File: config.mk
export PLATFORM = sky130hd
export DESIGN_NAME = operand_pair_fifo
export DESIGN_NICKNAME = d
export VERILOG_FILES = /design/src/rtl/operand_pkg.sv /design/src/rtl/pair_fifo_mem.sv /design/src/rtl/operand_pair_fifo.sv
export SDC_FILE = /design/constraint.sdc
export NUM_CORES = 1
export LEC_CHECK = 0
export BUFFER_PORTS_ARGS = -buffer_cell sky130_fd_sc_hd__buf_2
export CAP_MARGIN = 30
export CORE_ASPECT_RATIO = 0.6
export CORE_MARGIN = 4
export CORE_UTILIZATION = 48
export DETAILED_ROUTE_END_ITERATION = 8
export MAX_ROUTING_LAYER = met4
export PLACE_DENSITY = 0.76
export SETUP_SLACK_MARGIN = 0.1
export SLEW_MARGIN = 20
export SYNTH_ARGS = -nofsm -noshare
export SYNTH_HDL_FRONTEND = slang
export SYNTH_SLANG_ARGS = --single-unit
File: constraint.sdc
create_clock -name clk -period 4.45 [get_ports clk]
set_input_delay 0.6675 -clock clk [delete_from_list [all_inputs] [get_ports clk]]
set_output_delay 0.6675 -clock clk [all_outputs]
set_load 0.05 [all_outputs]
File: src/rtl/operand_pkg.sv
// rtl/operand_pkg.sv - shared operand types for the operand pair buffer
package operand_pkg;

    localparam int OP_W = 5;

    typedef logic [OP_W-1:0] op_t;

    typedef struct packed {
        op_t a;
        op_t b;
    } op_pair_t;

endpackage

File: src/rtl/pair_fifo_mem.sv
// rtl/pair_fifo_mem.sv - DEPTH x DW storage array, one write port and one async read port
module pair_fifo_mem #(
    parameter int DW    = 10,
    parameter int DEPTH = 4,
    parameter int AW    = $clog2(DEPTH)
) (
    input  logic          clk_i,
    input  logic          we_i,
    input  logic [AW-1:0] waddr_i,
    input  logic [DW-1:0] wdata_i,
    input  logic [AW-1:0] raddr_i,
    output logic [DW-1:0] rdata_o
);

    // Storage is deliberately left unreset; validity is tracked by the owner's count.
    logic [DW-1:0] mem_q [DEPTH];

    always_ff @(posedge clk_i) begin
        if (we_i) begin
            mem_q[waddr_i] <= wdata_i;
        end
    end

    assign rdata_o = mem_q[raddr_i];

endmodule

File: src/rtl/operand_pair_fifo.sv
// rtl/operand_pair_fifo.sv - operand pair FIFO with registered head slot and input protocol monitor
module operand_pair_fifo
    import operand_pkg::*;
#(
    parameter int WIDTH = OP_W,
    parameter int DEPTH = 4,
    parameter int CNT_W = $clog2(DEPTH + 1)
) (
    input  logic             clk,
    input  logic             rst_n,
    input  logic             s_valid,
    output logic             s_ready,
    input  logic [WIDTH-1:0] s_op_a,
    input  logic [WIDTH-1:0] s_op_b,
    output logic             m_valid,
    input  logic             m_ready,
    output logic [WIDTH-1:0] m_op_a,
    output logic [WIDTH-1:0] m_op_b,
    output logic [CNT_W-1:0] count,
    input  logic             err_clr,
    output logic             proto_err
);

    localparam int               PTR_W    = $clog2(DEPTH);
    localparam logic [PTR_W-1:0] LAST_PTR = PTR_W'(DEPTH - 1);
    localparam logic [CNT_W-1:0] FULL_CNT = CNT_W'(DEPTH);

    function automatic logic [PTR_W-1:0] ptr_inc(input logic [PTR_W-1:0] p);
        return (p == LAST_PTR) ? '0 : p + PTR_W'(1);
    endfunction

    logic [PTR_W-1:0]   wptr_q, wptr_d;
    logic [PTR_W-1:0]   rptr_q, rptr_d;
    logic [CNT_W-1:0]   count_q, count_d;
    logic               s_ready_q, s_ready_d;
    logic               m_valid_q, m_valid_d;
    logic [WIDTH-1:0]   head_a_q, head_a_d;
    logic [WIDTH-1:0]   head_b_q, head_b_d;
    logic               stall_q, stall_d;
    logic [WIDTH-1:0]   held_a_q, held_b_q;
    logic               err_q, err_d;
    logic               push, pop, head_load, bypass, violation;
    logic [2*WIDTH-1:0] rd_pair;

    pair_fifo_mem #(
        .DW    (2 * WIDTH),
        .DEPTH (DEPTH),
        .AW    (PTR_W)
    ) u_mem (
        .clk_i   (clk),
        .we_i    (push),
        .waddr_i (wptr_q),
        .wdata_i ({s_op_a, s_op_b}),
        .raddr_i (rptr_d),
        .rdata_o (rd_pair)
    );

    // The head slot mirrors the entry at rptr; it is refilled whenever it is empty or being popped.
    always_comb begin
        push      = s_valid & s_ready_q;
        pop       = m_valid_q & m_ready;
        wptr_d    = push ? ptr_inc(wptr_q) : wptr_q;
        rptr_d    = pop  ? ptr_inc(rptr_q) : rptr_q;
        count_d   = count_q;
        case ({push, pop})
            2'b10:   count_d = count_q + CNT_W'(1);
            2'b01:   count_d = count_q - CNT_W'(1);
            default: count_d = count_q;
        endcase
        s_ready_d = (count_d < FULL_CNT);
        m_valid_d = (count_d != '0);
        head_load = (!m_valid_q || pop) && (count_d != '0);
        // Nothing older is left in storage, so the incoming pair becomes the head directly.
        bypass    = (count_q == '0) || (pop && (count_q == CNT_W'(1)));
        head_a_d  = head_a_q;
        head_b_d  = head_b_q;
        if (head_load) begin
            if (bypass) begin
                head_a_d = s_op_a;
                head_b_d = s_op_b;
            end else begin
                head_a_d = rd_pair[2*WIDTH-1:WIDTH];
                head_b_d = rd_pair[WIDTH-1:0];
            end
        end
        stall_d   = s_valid & ~s_ready_q;
        violation = stall_q & (~s_valid | (s_op_a != held_a_q) | (s_op_b != held_b_q));
        err_d     = violation ? 1'b1 : (err_clr ? 1'b0 : err_q);
    end

    always_ff @(posedge clk or negedge rst_n) begin
        if (!rst_n) begin
            wptr_q    <= '0;
            rptr_q    <= '0;
            count_q   <= '0;
            s_ready_q <= 1'b0;
            m_valid_q <= 1'b0;
            head_a_q  <= '0;
            head_b_q  <= '0;
            stall_q   <= 1'b0;
            held_a_q  <= '0;
            held_b_q  <= '0;
            err_q     <= 1'b0;
        end else begin
            wptr_q    <= wptr_d;
            rptr_q    <= rptr_d;
            count_q   <= count_d;
            s_ready_q <= s_ready_d;
            m_valid_q <= m_valid_d;
            head_a_q  <= head_a_d;
            head_b_q  <= head_b_d;
            stall_q   <= stall_d;
            held_a_q  <= s_op_a;
            held_b_q  <= s_op_b;
            err_q     <= err_d;
        end
    end

    assign s_ready   = s_ready_q;
    assign m_valid   = m_valid_q;
    assign m_op_a    = head_a_q;
    assign m_op_b    = head_b_q;
    assign count     = count_q;
    assign proto_err = err_q;

endmodule

# Word-level counts from Yosys, hierarchy flattened
# Memories as Yosys holds them, arrays and structs flattened.
# Index checks and enable logic that the tools add are counted.
# word_totals
mem_bits_rw	40
mem_count	1
input_bits	15
regBits	31
word_cells	50
# mem_list
name	words	word_bits	read_ports	rd_ports_with_merged_regs	wr	line_no	rtl
u_mem.mem_q	4	10	1	0	1	pair_fifo_mem.sv:16	logic [DW-1:0] mem_q [DEPTH];
# op_classes
n_mux	10
bitwise_logic	8
order_cmp	1
reduce_logical	8
n_eq_ne	7
addsub	4
# ops
op	count
5-bit two-way mux	2
5-bit inequality test	2
2-bit == test, second input constant	3
2-bit two-way mux	3
3-bit case mux with 2 select lines	1
2-bit by 1-bit adder with 2-bit output, second input constant	2
1-bit bitwise AND	4
1-bit two-way mux	4
3-bit by 1-bit adder with 3-bit output, second input constant	1
3-bit by 1-bit == test with 1-bit output, second input constant	1
3-bit zero test	1
3-bit less-than comparator, second input constant	1
3-bit nonzero test	1
3-bit by 1-bit subtractor with 3-bit output, second input constant	1
2-bit by 1-bit == test with 1-bit output, second input constant	1
1-bit logical AND	2
1-bit logical OR	2
1-bit NOT	2
1-bit bitwise OR	2
2-bit nonzero test	1
1-bit zero test	1

# Longest topological paths before layout
# logic_depth
ltp_word	5
depth_mapped	9
ltp_nobuf	8

# Hierarchy
# From an unflattened synthesis, not the netlist that was laid out.
# unflattened
cells_unflattened	169
area_unflattened_um2	2946.6
# modules_own_cells
module	area_per_inst_um2	cells_each	n_inst
pair_fifo_mem	1473.9	56	1
operand_pair_fifo	1472.7	113	1

# Worst setup path after synthesis
# No wires, ideal clock.
# synth_timing
path_kind	register to register
startpoint	register count_q[0], in the netlist count[0]
endpoint	register head_b_q[4], in the netlist m_op_b[4]
setup_time_ns	0.130
t_required_ns	4.320
setup_slack_ns	2.027
t_arrival_ns	2.293
path_buffers	1
stages_incl_launch_ff	9
path_cell_list	dfrtp_1 -> inv_1 -> ha_1 -> nand2b_1 -> a211o_2 -> a221oi_2 -> or2_1 -> buf_6 -> o31ai_2
# synth_via
elab_chain_len	4
word_cells_on_any_way	10
# synth_rtl
item	line_no	rtl
start, declared	operand_pair_fifo.sv:34	logic [CNT_W-1:0] count_q, count_d;
start signal, assigned	operand_pair_fifo.sv:107	count_q <= count_d;
3-bit by 1-bit subtractor with 3-bit output, or another cell as far along	operand_pair_fifo.sv:67	2'b01: count_d = count_q - CNT_W'(1);
3-bit case mux with 2 select lines / 1-bit logical AND (equally long branches)	operand_pair_fifo.sv:65, operand_pair_fifo.sv:74	
3-bit nonzero test / 1-bit logical OR (equally long branches)	operand_pair_fifo.sv:72, operand_pair_fifo.sv:74	
1-bit logical AND / 5-bit two-way mux (equally long branches)	operand_pair_fifo.sv:72, operand_pair_fifo.sv:78	
end signal, assigned	operand_pair_fifo.sv:99	head_b_q <= '0;
end signal, assigned	operand_pair_fifo.sv:111	head_b_q <= head_b_d;
end, declared	operand_pair_fifo.sv:38	logic [WIDTH-1:0] head_b_q, head_b_d;
# Several ways; a longest one is shown, not always the timed one.
# A chain may end at the register's enable or synchronous reset.

# Final worst setup path
# layout_timing
startpoint	register s_ready_q, in the netlist s_ready
endpoint	register head_b_q[1], in the netlist m_op_b[1]
# layout_via
elab_chain_len	5
word_cells_on_any_way	6
# layout_rtl
item	line_no	rtl
start, declared	operand_pair_fifo.sv:35	logic s_ready_q, s_ready_d;
start signal, assigned	operand_pair_fifo.sv:108	s_ready_q <= s_ready_d;
1-bit bitwise AND (*)	operand_pair_fifo.sv:60	push = s_valid & s_ready_q;
2-bit by 1-bit == test with 1-bit output / 2-bit == test (equally long branches)	operand_pair_fifo.sv:65	case ({push, pop})
3-bit case mux with 2 select lines (*)	operand_pair_fifo.sv:65	
3-bit nonzero test (*)	operand_pair_fifo.sv:72	head_load = (!m_valid_q || pop) && (count_d != '0);
1-bit logical AND (*)	operand_pair_fifo.sv:72	
# Every way passes the cells marked *; elsewhere a longest branch is shown, timed or not.

==> run summary <==
Adding up every negative setup slack in the final design gives 0 ns. In this run the remaining antenna-violating nets after routing total 0. After detailed routing, the number of remaining DRC violations is 0.

Summed over all nets, the half-perimeter wirelength after detailed placement is 4130 µm. In the finished design, the share of the clock period the worst path needs comes to 66.2%. Of the cells placed in the final design, the portion with a size suffix greater than 1 is 29.1%. The minimum clock period was 2.94 ns; the share of synthesized flip-flops with an asynchronous set or reset was 43.7%.

The tools report the critical path capture point type as a flop. After clock tree synthesis, the repair step resized 0 gates. The synthesized area per cell is 14.8 µm². The final layout contains 272 nets.

For the number of maximum-capacitance constraint violations, the log shows 0. The run gives 71 as the number of sinks driven by the clock tree. The logs give 16.0% for the global-route usage over all layers and 0 for the post-CTS setup-driven buffer insertion count. Primary flip-flop cell chosen by synthesis mapping: edfxtp_1. Sorting the synthesized cells by area gives the leading types as edfxtp_1 38%, dfrtp_1 25%, ha_1 4.4%, o31ai_2 4.0%, mux2_1 3.6%.

The die covers 7980 µm². The capturing element of the worst setup path was m_op_b[1]. For the pin with the worst max-slew slack, the measured transition is 0.884 ns. Final routed wire length divided by cell count: 16.9 µm. For flop-to-flop paths, the worst setup slack is 1.51 ns.

The run gives 62.6% as the part of the Yosys area used for sequential elements. The worst register-to-register path begins at s_ready. In this run the static leakage power is 0.00137 µW. Start-to-end type of the worst setup path: flop to flop. The arrival time of data at the critical path endpoint was 3.14 ns.

Using the TritonRoute via totals, the vias-per-cell ratio works out to 5.27. Along the worst path, the maximum fanout reaches 12. In this run, distinct cell masters in the synthesized netlist total 44. The cell sitting at the root of the clock tree is a clkbuf_8. The number of placement rows came out at 22. TritonCTS built the clock tree. Summing all placed instances gives a cell area of 3320 µm². The tools report the total inserted antenna cells as 0.

Before antenna repair, the detailed router went through 4 iterations. The routed layout has 1764 vias. Setup violations remaining at the end of the flow were counted as 0. The total of warnings raised by yosys came out at 0. The number of clock buffers inserted by TritonCTS came out at 9. The final-report max-slew violation count was 0.

The final layout contains routed wiring with a total length of 5660 µm. The logs give 39.8% for the worst slew margin relative to its limit and 0.802 for the routability-driven placement congestion ratio. The width of the chip was 113 µm; the required time at the endpoint of the critical path was 4.65 ns. The tools report the initial standard-cell utilization of the core as 50.5%. Entering global routing, the biggest net connects 32 pins.

The run finished with clean final reports. The count of buffers added on input and output ports is 30. For this block, the initial DRC count from the detailed router was 109. Count of hold-fix buffers inserted at cts: 0. The insertion delay to the later sink of the worst-skew pair came out at 0.34 ns.

The number of antenna violations at the first check in global routing is 0, and the number of enable-type register cells in the synthesized netlist is 40. For the deepest level of the CTS H-tree, the log shows 3. The gate count after technology mapping was 214. Cell area after layout: 3490 µm². The first global-routing pass estimated 9160 µm of wire.

In this run the worst hold path is classified as primary input to asynchronous set/reset pin. The cell area that synthesis handed to floorplanning was 3160 µm². The number of top-level pins was 31.

Counting cells, the worst reg-to-reg path comes to 7. The worst setup path is launched from a flop. For the largest voltage drop on the vdd net, the log shows 0.000400 V.

Setup repair after global routing left no endpoint under its margin. The floorplan step defined a core boundary enclosing 6250 µm². The clock-pin slew reported for the worst setup and hold paths after clock tree synthesis is 0.07 ns, and the number of global-route vias before repair is 1753. The post-synthesis sequential element count is 71. Synthesis produced a netlist with a net count of 240. Cell accounting for the most synthesized area: edfxtp_1.

The total count of hold-check failures in the final report is 0, and the maximum buffer depth of the clock tree is 2. In this run the critical register-to-register path is captured at m_op_b[1]. The synthesis-to-layout area growth came out at 10.6%. Timing would allow up to 340 MHz. In this run the power density over the cells is 763 nW/µm². The area share of the largest cell type after synthesis was 38.0%. The aggregate global routing overflow is 0. The critical path starts at s_ready. The die is 70.8 µm tall. The run gives 0.00978 ns as the final setup skew.
[flip-flops by register name, indices dropped and copies added, names as in the netlist]
register     flops
m_op_a           5
m_valid          1
count            3
u_mem.mem_q     40
proto_err        1
wptr_q           2
held_a_q         5
rptr_q           2
stall_q          1
held_b_q         5
s_ready          1
m_op_b           5
[where the power goes]
group | total, µW | internal (µW) | switching [µW] | leakage [µW]
logic | 1270 | 450 | 824 | 0.000559
clock network | 441 | 217 | 224 | 0.0000796
registers | 948 | 868 | 79.6 | 0.000737
total | 2660 | 1540 | 1130 | 0.00137
[metrics by stage]
step / utilization [%] / total power [µW] / hold slack, ns / cells / setup WS (ns)
finish: 55.9 / 2660 / 0.365 / 335 / 1.51
global route: 55.9 / 2820 / 0.413 / 335 / 1.36
global placement: 53.2 / 2200 / 0.478 / 319 / 1.25
CTS: 55.9 / 2680 / 0.379 / 335 / 1.52
floorplan: - / 2040 / 0.372 / 214 / 2.03
detailed placement: 53.2 / 2230 / 0.489 / 319 / 1.21
[synth_stat cells, types with 2 or more instances]
cell type and number:
o31ai_2 10, and2b_4 8, dfrtp_1 31, a211oi_1 10, nor2b_1 2, buf_6 5, o21ai_0 8, nand2b_1 2
and3_1 4, a31oi_1 2, ha_1 11, nor2_1 3, buf_4 2, edfxtp_1 40, and2_4 2, a21oi_1 2
xor2_1 4, o21ai_1 7, inv_1 9, nand2_1 4, o22ai_1 10, nand4_1 2, xnor2_1 6, mux2_1 10
[how the worst min path moves through the flow]
stage / slack [ns] / startpoint / depth (start not counted) / to
after floorplan: 0.37 / rst_n / 0 / count[0]
after detailed placement: 0.49 / m_op_a[0] / 2 / m_op_a[0]
final: 0.36 / rst_n / 1 / wptr_q[0]
after global placement: 0.48 / m_op_a[1] / 2 / m_op_a[1]
after global routing: 0.41 / rst_n / 1 / wptr_q[0]
after CTS: 0.38 / rst_n / 1 / wptr_q[0]
[cell type report]
type                    count  area [µm²]
flip-flops and latches     71        1980
clock buffers              13         149
clock inverters             3        20.0
multi-input cells         124        1050
inverters                  10        37.5
repair buffers             30         150
fillers                   521        2760
well taps                  84         105
[cells in the final DEF (no fill, tap or decap), types with 3 or more instances in the layout]
cell type  count
edfxtp_1      40
dfrtp_1       31
buf_2         30
ha_1          11
a211oi_1      10
mux2_1        10
o22ai_1       10
o31ai_2       10
clkbuf_8      10
inv_1          9
o21ai_0        8
and2b_4        8
o21ai_1        7
xnor2_1        6
nand2_1        4
and3_1         4
xor2_1         4
nor2_1         3
clkbuf_1       3
[critical path: stages (launching register included)]
cell and delay [ns]:
dfrtp_1 0.46, nand2_1 0.14, ha_1 0.46, nor2_1 0.11
a311o_1 0.39, a221oi_2 0.56, or2_1 0.52, o31ai_2 0.15
[routing by layer]
| layer | vias up | wire [µm] | GRT usage (%) | share of wire (%) |
|---|---|---|---|---|
| li1 | 863 | - | - | - |
| met1 | 841 | 2980 | 23.5 | 53 |
| met2 | 52 | 2200 | 20.0 | 39 |
| met3 | 8 | 406 | 5.98 | 7.2 |
| met4 | 0 | 76 | 5.20 | 1.3 |
| met5 | - | 0 | - | 0 |
[kinds of logic (layout without fill, tap and decap cells)]
kind of cell | count (synthesis) | in the layout | share of synthesized area, %
adder cells (fa/ha/maj) | 11 | 11 | 4.36
multiplexers | 13 | 13 | 5.11
flip-flops | 71 | 71 | 62.6
AO/OA/AOI/OAI | 53 | 53 | 12.9
XOR/XNOR | 10 | 10 | 2.77
buffers and inverters | 19 | 56 | 4.00
AND/OR/NAND/NOR | 37 | 37 | 8.21
(Power assumes the default switching activity.)
